[config.mk]
export PLATFORM = sky130hd
export DESIGN_NAME = linear_network_unicast_sched
export DESIGN_NICKNAME = d
export VERILOG_FILES = /design/src/rtl/linear_network_unicast_sched.sv
export SDC_FILE = /design/constraint.sdc
export NUM_CORES = 1
export LEC_CHECK = 0
export BUFFER_PORTS_ARGS = -buffer_cell sky130_fd_sc_hd__buf_2
export CAP_MARGIN = 20
export CORE_ASPECT_RATIO = 1.4
export CORE_MARGIN = 4
export CORE_UTILIZATION = 45
export CTS_CLUSTER_DIAMETER = 120
export DETAILED_ROUTE_END_ITERATION = 7
export GPL_ROUTABILITY_DRIVEN = 0
export HOLD_SLACK_MARGIN = 0.08
export PLACE_DENSITY = 0.79
export RECOVER_POWER = 50
export SYNTH_ARGS = -nofsm -noshare
export SYNTH_HDL_FRONTEND = slang
export SYNTH_SLANG_ARGS = --single-unit
[constraint.sdc]
create_clock -name clk -period 2.75 [get_ports clk]
set_input_delay 0.55 -clock clk [delete_from_list [all_inputs] [get_ports clk]]
set_output_delay 0.55 -clock clk [all_outputs]
set_load 0.01 [all_outputs]
[src/rtl/linear_network_unicast_sched.sv]
// Round-robin scheduler sharing one linear unicast network injection port among NUM_REQ requesters.
// One-cycle issue latency; a stall reaches o_net_en one cycle late, and out-of-range destinations are consumed and flagged.
module linear_network_unicast_sched #(
  parameter int DATA_WIDTH = 32,
  parameter int NUM_NODE   = 4,
  parameter int NUM_REQ    = 4,
  localparam int COMMAND_WIDTH = $clog2(NUM_NODE),
  localparam int REQ_ID_WIDTH  = $clog2(NUM_REQ)
) (
  input  logic                             clk,
  input  logic                             rst,
  input  logic [NUM_REQ-1:0]               i_req_valid,
  input  logic [NUM_REQ*DATA_WIDTH-1:0]    i_req_data,
  input  logic [NUM_REQ*COMMAND_WIDTH-1:0] i_req_dest,
  output logic [NUM_REQ-1:0]               o_req_ready,
  input  logic                             i_stall,
  output logic                             o_net_valid,
  output logic [DATA_WIDTH-1:0]            o_net_data,
  output logic [COMMAND_WIDTH-1:0]         o_net_cmd,
  output logic                             o_net_en,
  output logic [REQ_ID_WIDTH-1:0]          o_grant_id,
  output logic                             o_err,
  output logic [15:0]                      o_issue_cnt
);

  typedef enum logic [1:0] {IDLE, SEND, HOLD} state_t;

  state_t                    state_q, state_d;
  logic [REQ_ID_WIDTH-1:0]   ptr_q, ptr_d;
  logic                      net_valid_q, net_valid_d;
  logic [DATA_WIDTH-1:0]     net_data_q, net_data_d;
  logic [COMMAND_WIDTH-1:0]  net_cmd_q, net_cmd_d;
  logic                      net_en_q, net_en_d;
  logic [REQ_ID_WIDTH-1:0]   grant_q, grant_d;
  logic                      err_q, err_d;
  logic [15:0]               cnt_q, cnt_d;

  logic                      found;
  logic [REQ_ID_WIDTH-1:0]   win;
  logic                      load;
  logic                      xfer;
  logic [DATA_WIDTH-1:0]     win_data;
  logic [COMMAND_WIDTH-1:0]  win_dest;

  // Rotating priority search starting at the pointer.
  always_comb begin
    int idx;
    idx   = 0;
    found = 1'b0;
    win   = '0;
    for (int i = 0; i < NUM_REQ; i++) begin
      idx = int'(ptr_q) + i;
      if (idx >= NUM_REQ) idx = idx - NUM_REQ;
      if (!found && i_req_valid[idx]) begin
        found = 1'b1;
        win   = REQ_ID_WIDTH'(idx);
      end
    end
  end

  assign win_data    = i_req_data[int'(win)*DATA_WIDTH +: DATA_WIDTH];
  assign win_dest    = i_req_dest[int'(win)*COMMAND_WIDTH +: COMMAND_WIDTH];
  assign xfer        = net_valid_q & net_en_q;
  assign load        = ~i_stall & (~net_valid_q | net_en_q);
  assign o_req_ready = (found && load && !rst) ? (NUM_REQ'(1) << win) : '0;

  always_comb begin
    ptr_d       = ptr_q;
    net_valid_d = net_valid_q;
    net_data_d  = net_data_q;
    net_cmd_d   = net_cmd_q;
    grant_d     = grant_q;
    err_d       = 1'b0;
    net_en_d    = ~i_stall;
    cnt_d       = cnt_q + 16'(xfer);
    state_d     = state_q;

    // A delivered packet leaves zero dummy data behind unless replaced below.
    if (xfer) begin
      net_valid_d = 1'b0;
      net_data_d  = '0;
      net_cmd_d   = '0;
    end

    if (load && found) begin
      ptr_d = (win == REQ_ID_WIDTH'(NUM_REQ - 1)) ? '0 : win + 1'b1;
      if (int'(win_dest) < NUM_NODE) begin
        net_valid_d = 1'b1;
        net_data_d  = win_data;
        net_cmd_d   = win_dest;
        grant_d     = win;
      end else begin
        err_d = 1'b1;
      end
    end

    case (state_q)
      IDLE:    state_d = net_valid_d ? SEND : IDLE;
      default: state_d = !net_valid_d ? IDLE : (i_stall ? HOLD : SEND);
    endcase
  end

  always_ff @(posedge clk) begin
    if (rst) begin
      state_q     <= IDLE;
      ptr_q       <= '0;
      net_valid_q <= 1'b0;
      net_data_q  <= '0;
      net_cmd_q   <= '0;
      net_en_q    <= 1'b0;
      grant_q     <= '0;
      err_q       <= 1'b0;
      cnt_q       <= '0;
    end else begin
      state_q     <= state_d;
      ptr_q       <= ptr_d;
      net_valid_q <= net_valid_d;
      net_data_q  <= net_data_d;
      net_cmd_q   <= net_cmd_d;
      net_en_q    <= net_en_d;
      grant_q     <= grant_d;
      err_q       <= err_d;
      cnt_q       <= cnt_d;
    end
  end

  assign o_net_valid = net_valid_q;
  assign o_net_data  = net_data_q;
  assign o_net_cmd   = net_cmd_q;
  assign o_net_en    = net_en_q;
  assign o_grant_id  = grant_q;
  assign o_err       = err_q;
  assign o_issue_cnt = cnt_q;

endmodule
==> impl_results.md <==
- Post-cts hold buffer count: 0
- Post-synth EDFFs: 0
- First-pass GRT wire length: 18300 µm
- Vias/cell: 5.57
- Die footprint: 9380 µm²
- Clock Skew: 0.00962 ns
- Diode count: 0
- Layout net count: 762
- Ys flop type: dfxtp_1
- Antenna Nets Post-Route: 0
- Most common cell after layout, fill and taps aside: buf_2
- Req. time, crit path: 2.20 ns
- Clock Path Buffers: 2
- Die H: 113 µm
- Final wirelength: 11400 µm
- Clock latency on the worst-skew pair: 0.32 ns
- Clock period minus worst slack: 2.61 ns
- Worst-path clk slew: 0.11 ns
- Gr usage total: 0.235
- Area Growth Syn to Fin: 32.3%
- First-pass DRT Iterations: 4
- Final hold vios: 0
- Pins Over Slew Limit: 0
- Core area: 7700 µm²
- Sequential share of the synthesized area: 0.316
- Slowest stage cell, crit path: a21boi_0
- Clk sinks: 56
- Worst Path Arrival: 2.06 ns
- CP delay by family, top: buffers and inverters
- Die W: 83.0 µm
- Pleak: 2.10 nW
- Syn_nets: 569
- Fillers: 732
- DPL Wire Length: 8620 µm
- Asr flop ratio synth: 0
- Setup crit start kind: input port
- Least-Margin Pin Slew: 1.01 ns
- Cell Area, Synth: 3540 µm²
- Area leader, netlist: dfxtp_1
- PortBufs: 200
- Ys Warns: 0
- Layout cells sized above 1: 0.353
- # DRC: 0
- Hold/Removal Path Class: in -> reg
- Vias: 3979
- Starting Density: 0.460
- FF+latch count, synth: 56
- Wirelength per Cell: 15.9 µm
- Final period util: 0.950
- Setup WS pre-CTS: 0.0119 ns
- Total CTS buffers: 5
- Largest net degree at the start of global routing: 53
- Syn Inst Count: 420
- Initial DRC Count: 204
- Peak Freq: 0.383 GHz
- CP endpoint kind: output port
- Post-route insts no fill: 714
- Synth top area share: 0.316
- Max Cap Viol: 0
- Status: finished clean
- Most frequent cells in the layout: 150 x buf_2, 55 x dfxtp_1, 51 x clkbuf_1
- CP Cell Sequence: buf_2 > nor2b_1 > buf_4 > a21boi_0 > o32ai_4 > inv_1 > ha_1 > inv_1 > nor2_1 > buf_2
- Ports: 202
- VDD IR max: 0.000301 V
- Crit-path max cell delay: 0.31 ns
- Vias in the first global route: 3873
- Final setup fails: 0
- Antenna violations before repair: 0
- CTS H-tree lvls: 2
- Row cnt: 38
- PD cells: 457 nW/µm²
- PnR worst setup slack: 0.137 ns
- Post-synth cell types: 44
- Critical path buffers and inverters: 5
- Synth area leaders: dfxtp_1 32%, a211oi_2 6.4%, nand3_1 5.5%
- Post-layout power: 2.14 mW
- Post-Place Cells: 706
- CTS tree: built
- Slew Limit Headroom: 0.329
- Avg Cell Area, Syn: 8.43 µm²
- Worst-path fanout max: 5
- Congestion Overflow GR: 0
- CTS root buffer: clkbuf_8
- Kind of critical path: in -> out
-- path summary, 6_finish.rpt --
check                 start        endpoint  slack [ns]  cells after the start
max          i_req_valid[1]  o_req_ready[2]        0.14                     10
min                 i_stall        o_net_en        0.41                      2
max reg2reg        ptr_q[0]  o_net_data[18]        0.69                      6
min reg2reg  o_net_data[10]  o_net_data[10]        0.46                      2
-- layout make-up --
cell class | instances | area, µm² | share of cell area
multi-input combinational | 318 | 2190 | 0.468
inverter | 7 | 28.8 | 0.00614
timing repair buffer | 225 | 1120 | 0.240
clock buffer | 5 | 68.8 | 0.0147
sequential | 56 | 1120 | 0.240
clock inverter | 3 | 22.5 | 0.00481
tap | 100 | 125 | 0.0267
-- cells in the mapped netlist (2+ instances only) --
cell / number
and3_4: 6
nor2b_1: 7
clkbuf_1: 19
xor2_1: 8
buf_6: 9
nand4_1: 6
ha_1: 6
and3_1: 31
dfxtp_1: 56
a211oi_2: 18
buf_1: 3
nor3_1: 3
or3_1: 5
o211ai_1: 16
nand2b_1: 2
a21oi_1: 4
inv_1: 6
nand2_1: 36
and2_1: 2
buf_4: 2
a211o_1: 16
o21ai_0: 37
mux2i_1: 19
buf_2: 5
nand3_1: 39
o31ai_1: 17
xnor2_1: 3
nor2_1: 23
-- flip-flops by register name, indices dropped and copies added (netlist names) --
name,count
o_grant_id,2
o_issue_cnt,16
o_net_cmd,2
o_net_data,32
o_net_en,1
o_net_valid,1
ptr_q,2
-- worst reg2reg max path, stage by stage, from the launching register on --
cell and delay [ns]:
dfxtp_1 0.38, nor2b_1 0.08, or4b_4 0.58, buf_4 0.33, and3_1 0.28, a211oi_2 0.21, o31ai_1 0.10
-- metal layers --
layer,global-route usage,up-vias,share of wire
li1,-,1919,-
met2,0.408,198,0.50
met5,0,-,0
met1,0.275,1838,0.39
met3,0.0583,24,0.083
met4,0.0971,0,0.023
-- where the power goes --
group,internal (mW),switching [mW]
Clock,0.183,0.292
Combinational,0.336,0.415
Sequential,0.878,0.0385
-- per-stage QoR --
stage | setup TNS [ns] | area [µm²] | hold slack, ns | util
after global routing | -0.0163 | 4680 | 0.400 | 0.608
after global placement | 0 | 4650 | 0.429 | 0.604
after CTS | 0 | 4740 | 0.404 | 0.616
after floorplan | 0 | 3540 | 0.477 | -
final | 0 | 4680 | 0.415 | 0.608
after detailed placement | 0 | 4650 | 0.437 | 0.604
-- repair_timing --
item | CTS | global route
pin swaps | 0 | 0
setup endpoints to repair | 1 | 3
setup buffers | 0 | 0
gates resized for setup | 1 | 2
-- kinds of logic (layout without fill, tap and decap cells) --
kind of cell | Yosys count | in the layout | synth area share
xor+xnor | 11 | 11 | 0.0272
other cells | 1 | 1 | 0.00106
simple gates | 169 | 169 | 0.261
flops | 56 | 56 | 0.316
mux | 19 | 19 | 0.0537
compound gates | 112 | 112 | 0.247
fa+ha+maj | 6 | 6 | 0.0212
buf+inv | 46 | 240 | 0.0728
No activity file was read; power rests on OpenSTA's default activity.
